--- src/rtl/display_pkg.sv ---
// Shared display-path types and constants: BCD digit type, the add-3 threshold,
// the binary-to-BCD converter FSM states and a saturating power-of-ten helper.
package display_pkg;

    typedef logic [3:0] bcd_digit_t;

    localparam bcd_digit_t BCD_ADD3_THRESH = 4'd5;

    typedef enum logic [1:0] {
        ST_IDLE   = 2'd0,
        ST_SHIFT  = 2'd1,
        ST_COMMIT = 2'd2
    } conv_state_t;

    // Saturates at all-ones so large digit counts still elaborate to a usable limit.
    function automatic longint unsigned pow10(input int n);
        longint unsigned r;
        r = 64'd1;
        for (int i = 0; i < n; i++) begin
            if (r > 64'd1844674407370955161) begin
                r = '1;
            end else begin
                r = r * 64'd10;
            end
        end
        return r;
    endfunction

endpackage

--- src/rtl/bcd_add3.sv ---
// Per-digit double-dabble correction: digits of 5 or more get 3 added before the shift
// so that the doubling carries correctly into the next decimal digit.
module bcd_add3
    import display_pkg::*;
(
    input  bcd_digit_t digit_i,
    output bcd_digit_t digit_o
);

    always_comb begin
        digit_o = digit_i;
        if (digit_i >= BCD_ADD3_THRESH) begin
            digit_o = digit_i + 4'd3;
        end
    end

endmodule

--- src/rtl/bin_to_bcd_serial.sv ---
// Sequential shift-add-3 binary-to-BCD converter for the seg7 display path.
// Reconverts on value change or start pulse; bcd/overflow update atomically with done.
module bin_to_bcd_serial
    import display_pkg::*;
#(
    parameter int WIDTH  = 4,
    parameter int DIGITS = 2
) (
    input  logic                  clock,
    input  logic                  reset_n,
    input  logic [WIDTH-1:0]      value,
    input  logic                  start,
    output logic [DIGITS*4-1:0]   bcd,
    output logic                  overflow,
    output logic                  busy,
    output logic                  done,
    output conv_state_t           fsm_state
);

    localparam int SW    = DIGITS * 4;
    localparam int CNT_W = $clog2(WIDTH + 1);
    localparam int CMP_W = WIDTH + 1;

    // Overflow is only reachable when 10**DIGITS fits below 2**WIDTH.
    localparam longint unsigned LIMIT        = pow10(DIGITS);
    localparam bit              OVF_POSSIBLE = (WIDTH >= 64) || (LIMIT < (64'd1 << WIDTH));
    localparam logic [CMP_W-1:0] OVF_LIMIT   = OVF_POSSIBLE ? CMP_W'(LIMIT) : '1;

    conv_state_t        state_q, state_d;
    logic [CNT_W-1:0]   cnt_q, cnt_d;
    logic [WIDTH-1:0]   shreg_q, shreg_d;
    logic [SW-1:0]      scratch_q, scratch_d;
    logic [WIDTH-1:0]   last_value_q, last_value_d;
    logic               pending_q, pending_d;
    logic [SW-1:0]      bcd_q, bcd_d;
    logic               overflow_q, overflow_d;
    logic               busy_q, busy_d;
    logic               done_q, done_d;

    logic [SW-1:0]          corrected;
    logic [SW+WIDTH-1:0]    shifted;
    logic                   request;

    for (genvar d = 0; d < DIGITS; d++) begin : g_add3
        bcd_add3 u_add3 (
            .digit_i (scratch_q[d*4 +: 4]),
            .digit_o (corrected[d*4 +: 4])
        );
    end

    // Top bit of the scratch falls off: only the low DIGITS decimal digits are kept.
    assign shifted = {corrected[SW-2:0], shreg_q, 1'b0};
    assign request = pending_q | start | (value != last_value_q);

    always_comb begin
        state_d      = state_q;
        cnt_d        = cnt_q;
        shreg_d      = shreg_q;
        scratch_d    = scratch_q;
        last_value_d = last_value_q;
        pending_d    = pending_q;
        bcd_d        = bcd_q;
        overflow_d   = overflow_q;
        busy_d       = busy_q;
        done_d       = 1'b0;

        case (state_q)
            ST_IDLE: begin
                if (request) begin
                    shreg_d      = value;
                    last_value_d = value;
                    scratch_d    = '0;
                    cnt_d        = '0;
                    pending_d    = 1'b0;
                    busy_d       = 1'b1;
                    state_d      = ST_SHIFT;
                end
            end
            ST_SHIFT: begin
                if (start) begin
                    pending_d = 1'b1;
                end
                scratch_d = shifted[SW+WIDTH-1:WIDTH];
                shreg_d   = shifted[WIDTH-1:0];
                cnt_d     = cnt_q + CNT_W'(1);
                // Results land in the output registers so they are valid during COMMIT.
                if (cnt_q == CNT_W'(WIDTH - 1)) begin
                    bcd_d      = shifted[SW+WIDTH-1:WIDTH];
                    overflow_d = OVF_POSSIBLE && ({1'b0, last_value_q} >= OVF_LIMIT);
                    done_d     = 1'b1;
                    busy_d     = 1'b0;
                    state_d    = ST_COMMIT;
                end
            end
            ST_COMMIT: begin
                if (start) begin
                    pending_d = 1'b1;
                end
                state_d = ST_IDLE;
            end
            default: begin
                busy_d  = 1'b0;
                state_d = ST_IDLE;
            end
        endcase
    end

    always_ff @(posedge clock or negedge reset_n) begin
        if (!reset_n) begin
            state_q      <= ST_IDLE;
            cnt_q        <= '0;
            shreg_q      <= '0;
            scratch_q    <= '0;
            last_value_q <= '0;
            pending_q    <= 1'b1;
            bcd_q        <= '0;
            overflow_q   <= 1'b0;
            busy_q       <= 1'b0;
            done_q       <= 1'b0;
        end else begin
            state_q      <= state_d;
            cnt_q        <= cnt_d;
            shreg_q      <= shreg_d;
            scratch_q    <= scratch_d;
            last_value_q <= last_value_d;
            pending_q    <= pending_d;
            bcd_q        <= bcd_d;
            overflow_q   <= overflow_d;
            busy_q       <= busy_d;
            done_q       <= done_d;
        end
    end

    assign bcd       = bcd_q;
    assign overflow  = overflow_q;
    assign busy      = busy_q;
    assign done      = done_q;
    assign fsm_state = state_q;

endmodule

--- config.mk ---
export PLATFORM = sky130hd
export DESIGN_NAME = bin_to_bcd_serial
export DESIGN_NICKNAME = d
export VERILOG_FILES = /design/src/rtl/display_pkg.sv /design/src/rtl/bcd_add3.sv /design/src/rtl/bin_to_bcd_serial.sv
export SDC_FILE = /design/constraint.sdc
export NUM_CORES = 1
export LEC_CHECK = 0
export BUFFER_PORTS_ARGS = -buffer_cell sky130_fd_sc_hd__buf_2
export CORE_MARGIN = 2
export CORE_UTILIZATION = 45
export CTS_BUF_LIST = sky130_fd_sc_hd__clkbuf_8
export DETAILED_ROUTE_END_ITERATION = 16
export PLACE_DENSITY_LB_ADDON = 0.05
export SYNTH_ARGS = -nofsm -noshare
export SYNTH_HDL_FRONTEND = slang
export SYNTH_SLANG_ARGS = --single-unit
--- constraint.sdc ---
create_clock -name clock -period 4.2 [get_ports clock]
set_input_delay 0 -clock clock [delete_from_list [all_inputs] [get_ports clock]]
set_output_delay 0 -clock clock [all_outputs]
set_load 0.005 [all_outputs]
After elaboration in Yosys (flattened, before gate mapping)
Index checks and enable logic that the tools add are counted.
Word-level totals
  input port bits: 7
  logic and storage cells: 53
  bits in read-only memories: 0
  bits in writable memories: 0
  memories: 0
  output and inout bits: 13
  flip-flop bits (word level): 32
  bits in latches: 0
Cells by class
  shift operators: 0
  order comparisons: 2
  muxes and demuxes: 19
  div/mod/pow operators: 0
  reduce and logical (&&, ||, !) cells: 10
  multiply operators: 0
  eq/ne operators: 7
  bitwise logic cells: 3
  add/subtract/negate cells: 3
Operator list (count)
  one-hot mux 8 bit (2 select lines): 1
  >= comparator 4 x 3 -> 1 bit, second input constant: 2
  two-way mux 4 bit: 2
  two-way mux 8 bit: 1
  one-hot mux 4 bit (2 select lines): 1
  AND reduction 2 bit: 4
  two-way mux 1 bit: 6
  two-way mux 3 bit: 2
  one-hot mux 3 bit (2 select lines): 1
  AND reduction 3 bit: 2
  adder 4 x 2 -> 4 bit, second input constant: 1
  two-way mux 2 bit: 2
  inequality test 2 bit, second input constant: 2
  inequality test 4 bit: 1
  one-hot mux 2 bit (2 select lines): 1
  nonzero test 2 bit: 2
  adder 3 x 1 -> 3 bit, second input constant: 1
  adder 3 x 2 -> 3 bit, second input constant: 1
  == test 3 x 2 -> 1 bit, second input constant: 1
  one-hot mux 1 bit (3 select lines): 1
  == test 2 x 1 -> 1 bit, second input constant: 1
  == test 2 bit, second input constant: 1
  zero test 2 bit: 1
  inequality test 2 x 1 -> 1 bit, second input constant: 1
  other kinds (4): 5

Logic depth before layout (Yosys ltp)
  depth in word-level cells: 4
  mapped depth: 7

Cells and area by module
From an unflattened synthesis, not the netlist that was laid out.
Unflattened totals
  cell total of the unflattened synthesis: 140
  area, all modules: 1647.8 sq um
Modules (own cells, without submodules)
  bin_to_bcd_serial: cells each 108, area an instance 1445.1 sq um, instances 1
  bcd_add3: cells each 16, area an instance 101.3 sq um, instances 2

Worst setup path after synthesis
OpenSTA, ideal clock, no wires.
  path kind: reg2reg
  from: register scratch_q[0]
  to: register bcd_q[2], in the netlist bcd[2]
  arrival time: 1417 ps
  setup slack: 2700 ps
  required time: 4117 ps
  cell stages (with the launch flop): 7
  cells stage by stage: dfrtp_1 -> inv_1 -> ha_1 -> nand2b_1 -> a21oi_1 -> mux2_2 -> o21ai_0
On the way
  word-level cells in the longest chain between the ends: 2
  elaborated cells on any way between the ends: 3
Ends and longest elaborated chain
  from (decl): RTL line bin_to_bcd_serial.sv:32  | logic [SW-1:0] scratch_q, scratch_d;
  from (signal assigned): RTL line bin_to_bcd_serial.sv:124  | scratch_q <= scratch_d;
  adder 4 x 2 -> 4 bit or >= comparator 4 x 3 -> 1 bit (tied branches): RTL line bcd_add3.sv:13, bcd_add3.sv:12
  two-way mux 4 bit *: RTL line bcd_add3.sv:12  | if (digit_i >= BCD_ADD3_THRESH) begin
  to (signal assigned): RTL line bin_to_bcd_serial.sv:116  | bcd_q <= '0;
  to (signal assigned): RTL line bin_to_bcd_serial.sv:127  | bcd_q <= bcd_d;
  to (decl): RTL line bin_to_bcd_serial.sv:35  | logic [SW-1:0] bcd_q, bcd_d;
Mark *: on every way between the ends. The rest lies on a longest branch, timed or not.
A chain may end at the register's enable or synchronous reset.

Worst setup path in the final report
  from: register state_q[0], in the netlist fsm_state[0]
  to: register scratch_q[7]
On the way
  word-level cells in the longest chain between the ends: 3
  elaborated cells on any way between the ends: 6
Ends and longest elaborated chain
  from (decl): RTL line bin_to_bcd_serial.sv:29  | conv_state_t state_q, state_d;
  from (signal assigned): RTL line bin_to_bcd_serial.sv:121  | state_q <= state_d;
  == test 2 x 1 -> 1 bit or zero test 2 bit (tied branches): RTL line bin_to_bcd_serial.sv:67  | case (state_q)
  nonzero test 2 bit (no source line) or inequality test 2 bit (tied branches)
  AND reduction 2 bit (no source line)
Parallel ways exist; a longest one is shown, timed or not.

==> results.ini <==
[outcome]
outcome=finished, final reports clean

[setup_path]
critPathMaxFanout=14
crit_path_start_kind=flop
cp_data_arrival_time_ns=2.21
worstPathRequired_ns=4.41
crit_type=reg -> reg
slowest_stage=ha_1
crit_path_end_kind=flop
slowest_delay_ns=0.51
path_cells=inv_1, ha_1, nand4_1, o22ai_2, nand2_1, o21ai_0

[place]
placed_area_um2=1720
gp_congestion=0.800
io_buffers=18
hpwl_um=2170
numPlacedInstances=211

[sta]
min_period_ns=2.01
max_slew.worst_pin.slew_ns=0.709
fmax_ghz=0.498
setup_violations=0
hold_violations=0
finalMaxSlewViolations=0
max-slew-margin-rel=0.527
hold_slack_ns=0.0183
fin_skew_ns=0.00434
rsz0062_at_grt=no
setup_tns_ns=0
min_period_over_period=0.478

[floorplanning]
fp.dieW_um=64.0
initial_utilization=0.478
die_h_um=64.0
core_um2=3390
io_pins=20
rows=21
dieArea_um2=4090

[worst_hold_path]
hp-class=in -> reg

[power_and_ir_drop]
power.density_nw_per_um2=798
leakagePower_nw=0.846
comb_power_share=0.464
p_sw_w=0.000584
pwr-share-seq=0.371
peakVddDrop_mv=0.360
power.internal_w=0.000886
swShare=0.398
p_clk_frac=0.165
finalPower_w=0.00147

[logic_synthesis]
avgSynthCellArea_um2=10.7
synthFlopType=dfrtp_1
netlist_instances=152
synth_area_um2=1620
synthArstFlopShare=1.00
synth.distinct_cells=34
ys_seq_area_frac=0.495
ys_seq_elements=32
synth_nets=168
synth-edff-count=0
yosys_warnings=0

[run]
drv_cap=0

[final_layout]
syn_to_final_growth_pct=13.8
drive_gt1_frac=0.227
layout_commonest_cell=dfrtp_1
final_cell_mix=31 x dfrtp_1, 18 x nand2_1, 18 x buf_2
diodes=0
instances_no_fill=222
design_area_um2=1840
fin_nets=191

[clocking]
cts_buffers=5
cts_buffer_depth=2
cts_tree=done
clock_latency_ns=0.29
cts-root-buf=clkbuf_8
cts.sinks=32
htreeDepth=2
cts_setup_buffers=0
clk_pin_slew_worst_paths_ns=0.06

[routing]
drcViolationCount=0
via_count=1138
postRouteAntennaNets=0
wl_per_cell_um=13.8
drt_first_pass_iters=4
vias_per_cell=5.13
routed_wirelength_um=3070
initialDrtViolationCount=48

[grt]
antenna_found_initial=0
grt_pass1_vias=1138
gr-usage-all-layers=0.176
grt_max_degree=33
overflow=0
grt_pass1_wl_um=5330

## Yosys cell counts (3+ instances only)
master   number  area [um2]
nor2_1        3        11.3
dfrtp_1      31         776
xnor2_1       3        26.3
a32o_1        3        30.0
a21oi_1      10        50.1
o21ai_0      17        85.1
nand2_1      18        67.6
ha_1          9         113
mux2_2        7        78.8
inv_1        11        41.3
buf_6         3        33.8
nor3b_1       3        22.5
o22ai_1       7        43.8
## layer usage
metal	track usage	routed length [um]	part of all wire
met5	0	0	0
met4	0.0815	57	0.019
met3	0.0634	145	0.047
met2	0.294	1520	0.49
met1	0.199	1350	0.44
## cells by family after synthesis
group / Yosys count / synth area share
compound gates: 46 / 0.179
simple gates: 36 / 0.115
flops: 32 / 0.495
buf+inv: 16 / 0.0533
fa+ha+maj: 9 / 0.0696
mux: 7 / 0.0487
xor+xnor: 5 / 0.0363
other cells: 1 / 0.00232
## sequential cells by signal, summed over array words and instances (netlist names)
register      cells
busy              1
shreg_q           4
last_value_q      4
bcd               8
cnt_q             3
done              1
scratch_q         8
pending_q         1
fsm_state         2
## repair_timing
action / CTS / global route
endpoints found under the hold margin: 33 / 0
hold buffers: 3 / 0
gates resized for setup: 0 / 0
## through the flow
| stage | utilization | worst slack [ns] |
|---|---|---|
| 2_1_floorplan | - | 2.70 |
| 3_3_place_gp | 0.508 | 2.26 |
| 3_5_place_dp | 0.508 | 2.20 |
| 4_1_cts | 0.543 | 2.19 |
| 5_1_grt | 0.543 | 1.97 |
| 6_report | 0.543 | 2.19 |
## power groups by stage
stage	clock network [W]	registers (W)	logic [W]
floorplan	0	0.000538	0.000537
finish	0.000242	0.000546	0.000682
detailed placement	0	0.000552	0.000684
CTS	0.000247	0.000545	0.000691
global route	0.000263	0.000567	0.000774
global placement	0	0.000545	0.000663
## path summary, 6_finish.rpt
path | startpoint | slack, ns | end | cells past startpoint
hold reg to reg | bcd[7] | 0.48 | bcd[7] | 2
max in group asynchronous | reset_n | 3.45 | last_value_q[3] | 2
min in group asynchronous | reset_n | 0.30 | bcd[3] | 2
setup reg to reg | fsm_state[0] | 2.19 | scratch_q[7] | 6
setup / recovery | fsm_state[0] | 2.19 | scratch_q[7] | 6
hold / removal | value[0] | 0.02 | last_value_q[0] | 3
## critical path: cells and delay by family (launching register included)
kind                     cells  cell delay (ns)
adder cells (fa/ha/maj)      1             0.51
buffers and inverters        1             0.11
AND/OR/NAND/NOR              2             0.39
flip-flops                   1             0.40
AO/OA/AOI/OAI                2             0.52
## final cells by class
| type | instances | area (um2) |
|---|---|---|
| fill | 301 | 1550 |
| sequential | 32 | 802 |
| multi-input combinational | 104 | 731 |
| timing repair buffer | 21 | 120 |
| clock buffer | 6 | 82.6 |
| tap | 46 | 57.6 |
| inverter | 11 | 41.3 |
| clock inverter | 2 | 7.51 |
(Power assumes the default switching activity.)
